==> config.mk <==
export PLATFORM = sky130hd
export DESIGN_NAME = alu_issue_stage_flat
export DESIGN_NICKNAME = d
export VERILOG_FILES = /design/src/rtl/alu_pkg.sv /design/src/rtl/alu_issue_stage_if.sv /design/src/rtl/alu_issue_fifo.sv /design/src/rtl/alu_issue_stage.sv /design/src/flat_wrapper.sv
export SDC_FILE = /design/constraint.sdc
export NUM_CORES = 1
export LEC_CHECK = 0
export CORE_MARGIN = 2
export CORE_UTILIZATION = 23
export CTS_BUF_LIST = sky130_fd_sc_hd__clkbuf_2 sky130_fd_sc_hd__clkbuf_4 sky130_fd_sc_hd__clkbuf_8
export CTS_CLUSTER_SIZE = 24
export DETAILED_ROUTE_END_ITERATION = 8
export GPL_ROUTABILITY_DRIVEN = 0
export HOLD_SLACK_MARGIN = 0.03
export PLACE_DENSITY = 0.47
export SETUP_SLACK_MARGIN = 0.3
export SYNTH_ARGS = -nofsm -noshare
export SYNTH_HDL_FRONTEND = slang
export SYNTH_HIERARCHICAL = 1
export SYNTH_SLANG_ARGS = --single-unit
export TNS_END_PERCENT = 50
==> constraint.sdc <==
create_clock -name clk -period 3.9 [get_ports clk]
set_input_delay 0.78 -clock clk [delete_from_list [all_inputs] [get_ports clk]]
set_output_delay 0.78 -clock clk [all_outputs]
set_load 0.1 [all_outputs]
==> src/rtl/alu_pkg.sv <==
// Shared ALU definitions: default widths and opcode encodings used by the ALU
// and by every block that feeds it.
package alu_pkg;

  localparam int ALU_WIDTH = 32;
  localparam int ALU_SEL_W = 3;

  localparam logic [ALU_SEL_W-1:0] ALU_ADD  = 3'd0;
  localparam logic [ALU_SEL_W-1:0] ALU_ADDU = 3'd1;
  localparam logic [ALU_SEL_W-1:0] ALU_SUB  = 3'd2;
  localparam logic [ALU_SEL_W-1:0] ALU_SUBU = 3'd3;
  localparam logic [ALU_SEL_W-1:0] ALU_AND  = 3'd4;
  localparam logic [ALU_SEL_W-1:0] ALU_OR   = 3'd5;
  localparam logic [ALU_SEL_W-1:0] ALU_SRA  = 3'd6;
  localparam logic [ALU_SEL_W-1:0] ALU_SRL  = 3'd7;

endpackage

==> src/rtl/alu_issue_stage_if.sv <==
// Operation-in and result-out valid/ready handshakes of the ALU issue stage.
// master = producer/consumer side, slave = the issue stage.
interface alu_issue_stage_if
  import alu_pkg::*;
#(
  parameter int WIDTH = ALU_WIDTH,
  parameter int SEL_W = ALU_SEL_W
);

  logic             in_valid;
  logic             in_ready;
  logic [WIDTH-1:0] in_a;
  logic [WIDTH-1:0] in_b;
  logic [SEL_W-1:0] in_sel;

  logic             res_valid;
  logic             res_ready;
  logic [WIDTH-1:0] res_data;
  logic [SEL_W-1:0] res_sel;

  modport master (
    output in_valid, in_a, in_b, in_sel, res_ready,
    input  in_ready, res_valid, res_data, res_sel
  );

  modport slave (
    input  in_valid, in_a, in_b, in_sel, res_ready,
    output in_ready, res_valid, res_data, res_sel
  );

endinterface

==> src/rtl/alu_issue_fifo.sv <==
// Generic DEPTH-entry FIFO with occupancy-based full/empty. Storage is written
// only at the tail, so the head word never changes on a push.
module alu_issue_fifo #(
  parameter int DATA_W = 8,
  parameter int DEPTH  = 4
) (
  input  logic                   clk,
  input  logic                   rst,
  input  logic                   push,
  input  logic                   pop,
  input  logic [DATA_W-1:0]      wdata,
  output logic [DATA_W-1:0]      rdata,
  output logic                   full,
  output logic                   empty,
  output logic [$clog2(DEPTH):0] occupancy
);

  localparam int PTR_W = $clog2(DEPTH);
  localparam int CNT_W = PTR_W + 1;
  localparam logic [CNT_W-1:0] FULL_CNT = CNT_W'(DEPTH);

  logic [DATA_W-1:0] mem [DEPTH];
  logic [PTR_W-1:0]  wr_ptr;
  logic [PTR_W-1:0]  rd_ptr;
  logic [CNT_W-1:0]  count;
  logic              do_push;
  logic              do_pop;

  assign full      = (count == FULL_CNT);
  assign empty     = (count == '0);
  assign occupancy = count;
  assign do_push   = push && !full;
  assign do_pop    = pop && !empty;
  assign rdata     = mem[rd_ptr];

  // NOTE: storage has no reset; count gates every read, so stale words are never observed.
  always_ff @(posedge clk) begin
    if (do_push) mem[wr_ptr] <= wdata;
  end

  // NOTE: state registers use non-blocking assignments so every flop samples pre-edge values.
  always_ff @(posedge clk) begin
    if (rst) begin
      wr_ptr <= '0;
      rd_ptr <= '0;
      count  <= '0;
    end else begin
      if (do_push) wr_ptr <= wr_ptr + PTR_W'(1);
      if (do_pop)  rd_ptr <= rd_ptr + PTR_W'(1);
      case ({do_push, do_pop})
        2'b10:   count <= count + CNT_W'(1);
        2'b01:   count <= count - CNT_W'(1);
        default: count <= count;
      endcase
    end
  end

endmodule

==> src/rtl/alu_issue_stage.sv <==
// Issue stage in front of the combinational ALU: buffers operations in a FIFO,
// presents the head to the ALU and registers the result into a handshaked slot.
module alu_issue_stage
  import alu_pkg::*;
#(
  parameter int WIDTH = ALU_WIDTH,
  parameter int DEPTH = 4,
  parameter int SEL_W = ALU_SEL_W
) (
  input  logic                   clk,
  input  logic                   rst,
  alu_issue_stage_if.slave       bus,
  output logic [WIDTH-1:0]       alu_a,
  output logic [WIDTH-1:0]       alu_b,
  output logic [SEL_W-1:0]       alu_sel,
  input  logic [WIDTH-1:0]       alu_result,
  output logic [$clog2(DEPTH):0] occupancy
);

  typedef struct packed {
    logic [WIDTH-1:0] a;
    logic [WIDTH-1:0] b;
    logic [SEL_W-1:0] sel;
  } op_t;

  op_t  push_op;
  op_t  head_op;
  logic full;
  logic empty;
  logic push;
  logic pop;
  logic slot_free;

  assign push_op      = {bus.in_a, bus.in_b, bus.in_sel};
  assign bus.in_ready = !full;
  assign push         = bus.in_valid && bus.in_ready;
  assign slot_free    = !bus.res_valid || bus.res_ready;
  assign pop          = !empty && slot_free;

  alu_issue_fifo #(
    .DATA_W ($bits(op_t)),
    .DEPTH  (DEPTH)
  ) u_fifo (
    .clk       (clk),
    .rst       (rst),
    .push      (push),
    .pop       (pop),
    .wdata     (push_op),
    .rdata     (head_op),
    .full      (full),
    .empty     (empty),
    .occupancy (occupancy)
  );

  // NOTE: every always_comb output gets a default first so no path infers a latch.
  always_comb begin
    alu_a   = '0;
    alu_b   = '0;
    alu_sel = '0;
    if (!empty) begin
      alu_a   = head_op.a;
      alu_b   = head_op.b;
      alu_sel = head_op.sel;
    end
  end

  // A pop refills the slot in the same edge that the consumer empties it.
  always_ff @(posedge clk) begin
    if (rst) begin
      bus.res_valid <= 1'b0;
      bus.res_data  <= '0;
      bus.res_sel   <= '0;
    end else if (pop) begin
      bus.res_valid <= 1'b1;
      bus.res_data  <= alu_result;
      bus.res_sel   <= alu_sel;
    end else if (bus.res_ready && bus.res_valid) begin
      bus.res_valid <= 1'b0;
    end
  end

endmodule

==> src/flat_wrapper.sv <==
// flat-port wrapper written by rule: the top's interface ports become plain ports
module alu_issue_stage_flat import alu_pkg::*;
#(
  parameter int WIDTH = ALU_WIDTH,
  parameter int DEPTH = 4,
  parameter int SEL_W = ALU_SEL_W
)
  (clk, rst, alu_a, alu_b, alu_sel, alu_result, occupancy, bus_in_valid, bus_in_a, bus_in_b, bus_in_sel, bus_res_ready, bus_in_ready, bus_res_valid, bus_res_data, bus_res_sel);
  alu_issue_stage_if #(.WIDTH(WIDTH), .SEL_W(SEL_W)) bus_i ();
  input  logic clk;
  input  logic rst;
  output logic [WIDTH-1:0] alu_a;
  output logic [WIDTH-1:0] alu_b;
  output logic [SEL_W-1:0] alu_sel;
  input  logic [WIDTH-1:0] alu_result;
  output logic [$clog2(DEPTH):0] occupancy;
  input wire logic [$bits(bus_i.in_valid)-1:0] bus_in_valid;
  input wire logic [$bits(bus_i.in_a)-1:0] bus_in_a;
  input wire logic [$bits(bus_i.in_b)-1:0] bus_in_b;
  input wire logic [$bits(bus_i.in_sel)-1:0] bus_in_sel;
  input wire logic [$bits(bus_i.res_ready)-1:0] bus_res_ready;
  output wire logic [$bits(bus_i.in_ready)-1:0] bus_in_ready;
  output wire logic [$bits(bus_i.res_valid)-1:0] bus_res_valid;
  output wire logic [$bits(bus_i.res_data)-1:0] bus_res_data;
  output wire logic [$bits(bus_i.res_sel)-1:0] bus_res_sel;
  assign bus_i.in_valid = bus_in_valid;
  assign bus_i.in_a = bus_in_a;
  assign bus_i.in_b = bus_in_b;
  assign bus_i.in_sel = bus_in_sel;
  assign bus_i.res_ready = bus_res_ready;
  assign bus_in_ready = bus_i.in_ready;
  assign bus_res_valid = bus_i.res_valid;
  assign bus_res_data = bus_i.res_data;
  assign bus_res_sel = bus_i.res_sel;
  alu_issue_stage #(.WIDTH(WIDTH), .DEPTH(DEPTH), .SEL_W(SEL_W)) u_core (.clk(clk), .rst(rst), .bus(bus_i), .alu_a(alu_a), .alu_b(alu_b), .alu_sel(alu_sel), .alu_result(alu_result), .occupancy(occupancy));
endmodule
Word level (Yosys, flattened, before mapping)
Memories as Yosys holds them, arrays and structs flattened. A register that Yosys moved wholly into a read port is not among the register bits.
Cells that the tools add are included.
{"block": "op_classes", "addsub": 4, "eq_ne": 3, "muxes": 10, "reduce_logical": 12}
{"op": "32-bit two-way mux", "count": 2}
{"op": "3-bit case mux with 2 select lines", "count": 1}
{"op": "1-bit logical AND", "count": 5}
{"op": "2-bit by 1-bit adder with 2-bit output (second input constant)", "count": 2}
{"op": "1-bit two-way mux", "count": 4}
{"op": "2-bit two-way mux", "count": 2}
{"op": "2-bit nonzero test", "count": 2}
{"op": "3-bit by 1-bit adder with 3-bit output (second input constant)", "count": 1}
{"op": "3-bit == test (second input constant)", "count": 1}
{"op": "1-bit zero test", "count": 3}
{"op": "3-bit zero test", "count": 1}
{"op": "3-bit two-way mux", "count": 1}
{"op": "3-bit by 1-bit subtractor with 3-bit output (second input constant)", "count": 1}
{"op": "2-bit by 1-bit == test with 1-bit output (second input constant)", "count": 1}
{"op": "2-bit == test (second input constant)", "count": 1}
{"op": "1-bit logical OR", "count": 1}
{"block": "word_totals", "reg_bits": 43, "mem_bits_rw": 268, "in_bits": 103, "n_memories": 1}
{"memory": "u_core.u_fifo.mem", "depth": 4, "word_bits": 67, "read_ports": 1, "rd_ports_with_merged_regs": 1, "wr": 1, "line": "alu_issue_fifo.sv:22", "text": "logic [DATA_W-1:0] mem [DEPTH];"}

Depth between registers and ports, before layout
Gate-level depths: netlist (run 1).
{"block": "logic_depth", "ltp_word": 6, "depth_mapped": 12}

Modules after synthesis
The synthesis (run 1) kept the hierarchy.
{"mod": "alu_issue_fifo", "n_inst": 1, "cells_each": 404, "area_each_um2": 10172.3}
{"mod": "alu_issue_stage", "n_inst": 1, "cells_each": 231, "area_each_um2": 2107.0}

Worst setup path after synthesis (run 1)
No wires, ideal clock.
{"block": "synth_path", "path_type": "flip-flop to output port", "from": "reg u_core.u_fifo.count[1] (netlist: u_core/u_fifo/occupancy[1])", "to": "out alu_b[10]", "arrival_time_ps": 3110, "required_time_ps": 3120, "setup_slack_ps": 10, "stages_incl_launch_ff": 5, "n_path_buf": 2, "cell_sequence": "dfxtp_1 -> nor3_1 -> clkbuf_2 -> buf_2 -> nor2b_1"}
{"block": "synth_via", "elab_chain_len": 2}
{"element": "start, declared", "line": "alu_issue_fifo.sv:25", "text": "logic [CNT_W-1:0] count;"}
{"element": "start signal, assigned", "line": "alu_issue_fifo.sv:51", "text": "2'b10: count <= count + CNT_W'(1);"}
{"element": "start signal, assigned", "line": "alu_issue_fifo.sv:52", "text": "2'b01: count <= count - CNT_W'(1);"}
{"element": "start signal, assigned", "line": "alu_issue_fifo.sv:53", "text": "default: count <= count;"}
{"element": "3-bit zero test", "line": "alu_issue_fifo.sv:30", "text": "assign empty = (count == '0);"}
{"element": "net u_core.empty", "line": "alu_issue_stage.sv:29", "text": "logic empty;"}
{"element": "32-bit two-way mux", "line": "alu_issue_stage.sv:60", "text": "if (!empty) begin"}
{"element": "end, declared", "line": "flat_wrapper.sv:13", "text": "output logic [WIDTH-1:0] alu_b;"}
The timed path passes the listed nets, and every way through them passes these cells.

==> qor.csv, run 1 <==
metric;value;unit
r2r-start;u_core/u_fifo/occupancy[2]$_SDFFE_PP0P_;
critPathRequiredTime;3120;ps
clock_skew;19.3;ps
synth-edff-count;268;
worst_pin_slew;1110;ps
ff2ff_path_depth;11;
rsz0062_at_grt;false;
core;52700;µm²
gr-total-overflow;0;
setup_viol;0;
numCtsBuffers;57;
synth-main-ff-cell;edfxtp_1;
drcViolationCount;0;
synth.avg_cell_area;19.3;µm²
wirelength;29.9;mm
crit_top_cell;buf_4;
arrival;2500;ps
slew_violations;0;
cts.sinks;313;
grt_pass1_wl;45.1;mm
numPortBuffers;209;
worstSetupStartpointType;register;
first_global_vias;7147;
cts_tree;yes;
postCtsHoldBufs;0;
post-route-min-period;3280;ps
dr.pass1.iters;4;
groute.usage.overall;0.109;
ctsLongestPathBuffers;3;
htreeDepth;2;
synth.distinct_cells;28;
min_to;u_core/bus.res_sel[1]$_SDFFE_PP0P_;
setup.worst_path.class;register to output port;
initial_utilization;0.233;
slowest_delay;620;ps
ys_ff_latch;313;
viasPerCell;4.01;
grt_max_degree;81;
nFillCells;5185;
rr_endpoint;u_core/u_fifo/occupancy[2]$_SDFFE_PP0P_;
synth_top_area_share;0.655;
syn_inst;635;
holdCritStartpoint;u_core/bus.res_sel[1]$_SDFFE_PP0P_;
clock_latency;630;ps
relSlewSlack;0.260;
ys_warn_count;6;
wl_per_cell;18.5;µm
syn-cell-area;12300;µm²
drive_above_1_share;0.314;
layout_common_cells;268 x edfxtp_1, 140 x clkdlybuf4s50_1, 79 x buf_4, 72 x nand2b_1, 67 x mux4_2;
root_buffer;clkbuf_8;
clkSlewWorstSetupHoldPaths;60;ps
final_common_cell;edfxtp_1;
critPathTopFamily;buffers and inverters;
syn2layout_area_growth;32.5;%
dp_hpwl;18.1;mm
antenna_found_initial;4;
min_period_over_period;0.840;
critPathCaptureType;output port;
synth_area_leaders;edfxtp_1 66%, mux4_2 12%, dfxtp_1 7.3%;
critPathMaxFanout;26;
r2r_slack;1140;ps
die_h;235;µm
synth_top_cell_by_area;edfxtp_1;
tns;0;ps
ys_seq_area_frac;0.729;
die_w;235;µm
holdPathStages;2;
critPathSlowestCell;dfxtp_4;
syn_nets;744;
io_pins;210;
cp.buffers_inverters;2;
dieArea;55300;µm²
layout.nets;998;
path_cells;buf_4 > mux4_2 > nor2b_1 > buf_4;
vias;6507;
finalHoldViolCount;0;
ant_nets;0;
num_rows;84;
drt_iter0_drc;247;
run_status;finished clean;
synth-async-reset-ratio;0;
cap_viol_max_count;0;
max_freq;305;MHz
hold_class;register to register;
[sequential cells by signal (all words and copies together), names as in the netlist, named ones only]
| name | flops |
|---|---|
| u_core/u_fifo/rd_ptr | 2 |
| u_core/u_fifo/wr_ptr | 2 |
| u_core/u_fifo/mem | 268 |
| u_core/bus.res_sel | 3 |
| u_core/bus.res_valid | 1 |
| u_core/u_fifo/occupancy | 3 |
| u_core/bus.res_data | 32 |
[metrics by stage]
| step | cell area, µm² | util | hold slack (ps) | worst slack (ps) | cells |
|---|---|---|---|---|---|
| CTS | 16300 | 0.309 | 473 | 427 | 1620 |
| global placement | 15100 | 0.287 | 457 | 690 | 1514 |
| detailed placement | 15100 | 0.287 | 464 | 699 | 1514 |
| global route | 16300 | 0.309 | 493 | 458 | 1621 |
| finish | 16300 | 0.309 | 467 | 625 | 1622 |
| floorplan | 12400 | - | 459 | 9.93 | 635 |
[kinds of logic (layout without fill, tap and decap cells)]
logic type,after synthesis,in the layout,synth area share
adders and majority gates,6,6,0.00673
AOI/OAI and AO/OA,9,9,0.00387
buffers and inverters,43,340,0.0260
and+or+nand+nor,158,158,0.0803
xor gates and xnor gates,3,3,0.00214
other,0,2,0
muxes,103,103,0.152
DFF,313,313,0.729
[worst max path at each step]
| stage | end | start | depth (start not counted) |
|---|---|---|---|
| 6_report | alu_b[15] | register | 4 |
| 5_1_grt | alu_a[0] | register | 4 |
| 4_1_cts | alu_a[0] | register | 4 |
| 3_5_place_dp | u_core/u_fifo/occupancy[2]$_SDFFE_PP0P_ | bus_in_valid | 11 |
| 3_3_place_gp | u_core/u_fifo/occupancy[2]$_SDFFE_PP0P_ | bus_in_valid | 11 |
| 2_1_floorplan | alu_b[10] | u_core/u_fifo/occupancy[1]$_SDFFE_PP0P_ | 4 |
[timing repair]
| item | 4_1_cts | 5_1_grt |
|---|---|---|
| setup endpoints to repair | 7 | 0 |
| gates resized for setup | 1 | 0 |
| buffers inserted | 4 | 0 |
[metal layers]
layer  up-vias  share of wire  global-route usage
li1       2955              -                   -
met1      3267           0.46               0.145
met2       212           0.45               0.168
met3        69          0.062              0.0301
met4         4          0.026              0.0409
met5         -        0.00087                   0
[layout make-up]
class,instances,area (µm²),share of cell area
Sequential cell,313,8960,0.551
Multi-Input combinational cell,279,3120,0.192
Clock inverter,24,145,0.00892
Antenna cell,2,5.00,0.000308
Tap cell,688,861,0.0529
Inverter,9,33.8,0.00208
Clock buffer,78,973,0.0598
Timing Repair Buffer,229,2170,0.133
[synthesized netlist by cell type (3+ instances only)]
cell	count
buf_2	6
mux2i_1	36
nor2_1	6
xor2_1	3
inv_1	9
o21ai_0	3
mux4_2	67
and2_1	4
edfxtp_1	268
a21oi_1	5
nor2b_1	68
dfxtp_1	45
buf_12	8
ha_1	5
nand2b_1	72
or3_1	3
buf_1	4
buf_4	3
clkbuf_1	11
[worst register-to-register path: cells and delay by family, from the launching register on]
kind | cells | cell delay [ps]
AND/OR/NAND/NOR | 4 | 1110
XOR/XNOR | 1 | 160
adder cells (fa/ha/maj) | 2 | 550
buffers and inverters | 3 | 290
AO/OA/AOI/OAI | 1 | 140
flip-flops | 1 | 440
Power of run 1 is left out: the tool's default activity adds up to more than one toggle a clock period on the data nets, which glitch-free logic cannot reach.
==> inputs of run 2 (changes only) <==
==> constraint.sdc (replaced) <==
create_clock -name clk -period 3.1 [get_ports clk]
set_input_delay 0.62 -clock clk [delete_from_list [all_inputs] [get_ports clk]]
set_output_delay 0.62 -clock clk [all_outputs]
set_load 0.1 [all_outputs]
==> qor.csv, run 2 (synthesized netlist as in run 1, its figures left out) <==
metric;value;unit
reg_top3;u_core/u_fifo/mem x268, u_core/bus.res_data x32;
setup.worst_path.class;register to output port;
num_rows;84;
setup_viol;0;
fin_hold_ws;473;ps
viasPerCell;4.00;
hold_class;register to register;
ant_nets;0;
cp.buffers_inverters;3;
p_leak;6.11;nW
groute.usage.overall;0.110;
initial_utilization;0.233;
clkSlewWorstSetupHoldPaths;50;ps
ctsLongestPathBuffers;3;
critPathRequiredTime;2480;ps
drt_iter0_drc;244;
r2r-start;u_core/u_fifo/occupancy[0]$_SDFFE_PP0P_;
worstSetupStartpointType;register;
holdCritStartpoint;u_core/bus.res_data[22]$_SDFFE_PP0P_;
ff2ff_path_depth;12;
p_per_area;1110;nW/µm²
numCtsBuffers;57;
critPathMaxFanout;8;
holdPathStages;2;
dp_hpwl;16.6;mm
htreeDepth;2;
drcViolationCount;0;
cts.sinks;313;
die_w;235;µm
layout.nets;1011;
drive_above_1_share;0.403;
grt_pass1_wl;45.7;mm
numPortBuffers;209;
dr.pass1.iters;4;
dieArea;55300;µm²
path_cells;buf_12 > buf_16 > mux4_2 > nor2b_2 > buf_12;
run_status;finished clean;
clock_skew;40.1;ps
rsz0062_at_grt;true;
vias;6511;
arrival;2210;ps
post-route-min-period;2830;ps
ir_drop;0.664;mV
r2r_slack;760;ps
rr_endpoint;u_core/u_fifo/occupancy[2]$_SDFFE_PP0P_;
largest_reg_flops;268;
wirelength;30.7;mm
critPathCaptureType;output port;
first_global_vias;7198;
tns;0;ps
final_common_cell;edfxtp_1;
min_to;u_core/bus.res_data[22]$_SDFFE_PP0P_;
cap_viol_max_count;0;
cts_tree;yes;
grt_max_degree;68;
n_antenna_cell;0;
gr-total-overflow;0;
crit_top_cell;buf_12;
io_pins;210;
clock_latency;640;ps
slowest_delay;520;ps
die_h;235;µm
finalHoldViolCount;0;
regMostFlops;u_core/u_fifo/mem;
antenna_found_initial;3;
syn2layout_area_growth;44.8;%
core;52700;µm²
layout_common_cells;268 x edfxtp_1, 101 x clkdlybuf4s50_1, 79 x buf_12, 72 x nand2b_1, 67 x mux4_2;
critPathSlowestCell;mux4_2;
worst_pin_slew;627;ps
max_freq;354;MHz
slew_violations;0;
relSlewSlack;0.582;
root_buffer;clkbuf_8;
wl_per_cell;18.8;µm
min_period_over_period;0.912;
critPathTopFamily;multiplexers;
## run 2: timing repair
action,CTS,global route
pin swaps,0,1
endpoints found under the setup margin,67,67
resized for setup,69,39
gates cloned,6,4
hold buffers,0,0
setup buffers,4,2
## run 2: routing by layer
metal | vias up | wire [µm] | global-route usage
met5 | - | 33 | 0
met4 | 6 | 731 | 0.0391
met3 | 60 | 2020 | 0.0368
met2 | 202 | 13700 | 0.166
met1 | 3272 | 14200 | 0.147
li1 | 2971 | - | -
## run 2: layout make-up
class / instances / area (µm²)
well taps: 688 / 861
inverters: 9 / 33.8
flip-flops and latches: 313 / 8960
repair buffers: 242 / 3300
clock buffers: 84 / 1020
clock inverters: 14 / 153
fillers: 5057 / 34900
multi-input cells: 279 / 3450
## run 2: how the worst max path moves through the flow
stage	start	end	slack [ps]	cells past startpoint
after global routing	register	alu_b[30]	140	5
after global placement	bus_res_ready	u_core/u_fifo/occupancy[2]$_SDFFE_PP0P_	310	11
final	register	alu_a[24]	270	5
after floorplan	u_core/u_fifo/occupancy[1]$_SDFFE_PP0P_	alu_b[10]	300	4
after CTS	register	alu_b[27]	150	5
after detailed placement	bus_res_ready	u_core/u_fifo/occupancy[2]$_SDFFE_PP0P_	300	11
## run 2: report_power, final
group,switching [mW],internal (mW)
logic,6.78,3.42
clock network,1.67,2.34
registers,0.235,5.29
## run 2: tightest hold or removal path: stages (launching register included)
cell and delay [ps]:
dfxtp_1 310, nand2b_1 60, mux2i_1 50
## run 2: stage by stage
step	cells	setup slack [ps]	total power, mW	area (µm²)	utilization
2_1_floorplan	635	302	12.3	12600	-
3_3_place_gp	1515	311	15.0	15800	0.300
3_5_place_dp	1515	296	15.0	15800	0.300
4_1_cts	1623	146	19.6	17500	0.332
5_1_grt	1629	142	20.5	17800	0.338
6_report	1629	272	19.7	17800	0.338
Power figures use the tool's default switching activity.
==> inputs of run 3 (changes only) <==
--- a/config.mk
+++ b/config.mk
@@ -16,6 +16,5 @@
 export SETUP_SLACK_MARGIN = 0.3
 export SYNTH_ARGS = -nofsm -noshare
 export SYNTH_HDL_FRONTEND = slang
-export SYNTH_HIERARCHICAL = 1
 export SYNTH_SLANG_ARGS = --single-unit
 export TNS_END_PERCENT = 50
==> qor.csv, run 3 <==
metric;value;unit
synth-main-ff-cell;edfxtp_1;
slowest_delay;510;ps
slew_violations;0;
finalHoldViolCount;0;
die_h;232;µm
syn_inst;644;
syn-cell-area;12000;µm²
ys_seq_area_frac;0.747;
dieArea;53900;µm²
relSlewSlack;0.582;
largest_reg_flops;268;
clock_skew;24.8;ps
syn2layout_area_growth;41.9;%
grt_pass1_wl;43.5;mm
drt_iter0_drc;335;
final_util;0.331;
num_rows;83;
crit_top_cell;buf_12;
setup.worst_path.class;register to output port;
root_buffer;clkbuf_8;
numCtsBuffers;55;
synth-async-reset-ratio;0;
syn_nets;753;
cap_viol_max_count;0;
regMostFlops;u_core.u_fifo.mem;
numPortBuffers;209;
synth.distinct_cells;28;
drcViolationCount;0;
hold_class;register to register;
synthTopCellsByCount;268 x edfxtp_1, 67 x and2_1, 67 x mux4_2;
rsz0062_at_grt;true;
layout.nets;1010;
antenna_found_initial;4;
synth.most_common_cell;edfxtp_1;
core;51400;µm²
wirelength;30.0;mm
fin_hold_ws;475;ps
worstSetupStartpointType;register;
postCtsHoldBufs;0;
arrival;2250;ps
ant_nets;0;
reg_top3;u_core.u_fifo.mem x268, u_core.bus.res_data x32;
initial_utilization;0.233;
final_common_cell;edfxtp_1;
dp_hpwl;17.8;mm
critPathRequiredTime;2480;ps
htreeDepth;2;
drive_above_1_share;0.375;
dp.cells;1510;
die_w;232;µm
clock_latency;640;ps
cp.buffers_inverters;3;
io_pins;210;
gr-total-overflow;0;
clkSlewWorstSetupHoldPaths;60;ps
post-route-min-period;2870;ps
max_freq;348;MHz
run_status;finished clean;
viasPerCell;4.14;
dr.pass1.iters;6;
worst_pin_slew;625;ps
vias;6710;
min_period_over_period;0.926;
synth_area_leaders;edfxtp_1 67%, mux4_2 13%, dfxtp_1 7.5%;
layout_common_cells;268 x edfxtp_1, 102 x clkdlybuf4s50_1, 78 x buf_12, 67 x mux4_2, 55 x clkbuf_8;
wl_per_cell;18.5;µm
finalNonFillerCells;1622;
cts_tree;yes;
setup_viol;0;
synth_top_cell_by_area;edfxtp_1;
n_antenna_cell;0;
groute.usage.overall;0.108;
ys_ff_latch;313;
critPathMaxFanout;7;
grt_max_degree;68;
ctsLongestPathBuffers;3;
critPathTopFamily;buffers and inverters;
synth-edff-count;268;
tns;0;ps
critPathSlowestCell;mux4_2;
synth_top_area_share;0.672;
path_cells;buf_12 > clkbuf_16 > mux4_2 > and2_4 > buf_12;
first_global_vias;7085;
cts.sinks;313;
synth.avg_cell_area;18.6;µm²
nFillCells;4984;
ys_warn_count;0;
critPathCaptureType;output port;
==> run 3: what timing repair did <==
item                       in CTS  in global routing
cloned                          0                  7
pin swaps                       0                  0
setup buffers                   2                  5
resized for setup               1                 41
setup endpoints to repair      67                 66
==> run 3: final timing paths <==
path / cells past startpoint / from / endpoint / slack (ps)
max: 5 / register / alu_a[30] / 230
max reg2reg: 8 / u_core.u_fifo.occupancy[2]$_SDFFE_PP0P_ / u_core.u_fifo.occupancy[2]$_SDFFE_PP0P_ / 720
min reg2reg: 2 / u_core.bus.res_data[7]$_SDFFE_PP0P_ / u_core.bus.res_data[7]$_SDFFE_PP0P_ / 470
min: 2 / u_core.bus.res_data[7]$_SDFFE_PP0P_ / u_core.bus.res_data[7]$_SDFFE_PP0P_ / 470
==> run 3: area by class of cell <==
cell class                      instances  area [µm²]  area share
Sequential cell                       313        8960       0.527
Timing Repair Buffer                  246        3250       0.191
Multi-Input combinational cell        279        2860       0.168
Clock buffer                           75         907      0.0534
Tap cell                              680         851      0.0500
Clock inverter                         23         149     0.00876
Inverter                                6        22.5     0.00132
==> run 3: kinds of logic after synthesis <==
logic type | after synthesis | share of synthesized area
xor gates and xnor gates | 2 | 0.00146
and+or+nand+nor | 121 | 0.0582
AOI/OAI and AO/OA | 83 | 0.0362
adders and majority gates | 6 | 0.00689
DFF | 313 | 0.747
muxes | 67 | 0.126
buffers and inverters | 52 | 0.0245
==> run 3: tightest hold or removal path, stage by stage, from the launching register on <==
cell	delay, ps
dfxtp_1	300
o21ai_0	60
a21oi_1	60
==> run 3: through the flow <==
stage	setup slack (ps)	instance area, µm²
after detailed placement	444	15600
after global placement	434	15600
after CTS	76.2	16700
final	228	17000
after global routing	99.7	17000
after floorplan	249	12000
==> run 3: routing by layer <==
metal / share of wire / wire length [µm] / global-route usage / up-vias
met1: 0.44 / 13200 / 0.137 / 3358
met3: 0.096 / 2880 / 0.0462 / 56
met2: 0.44 / 13300 / 0.163 / 231
met4: 0.022 / 671 / 0.0401 / 6
met5: 0.0015 / 46 / 0 / -
li1: - / - / - / 3059
Power of run 3 is left out for the same reason.
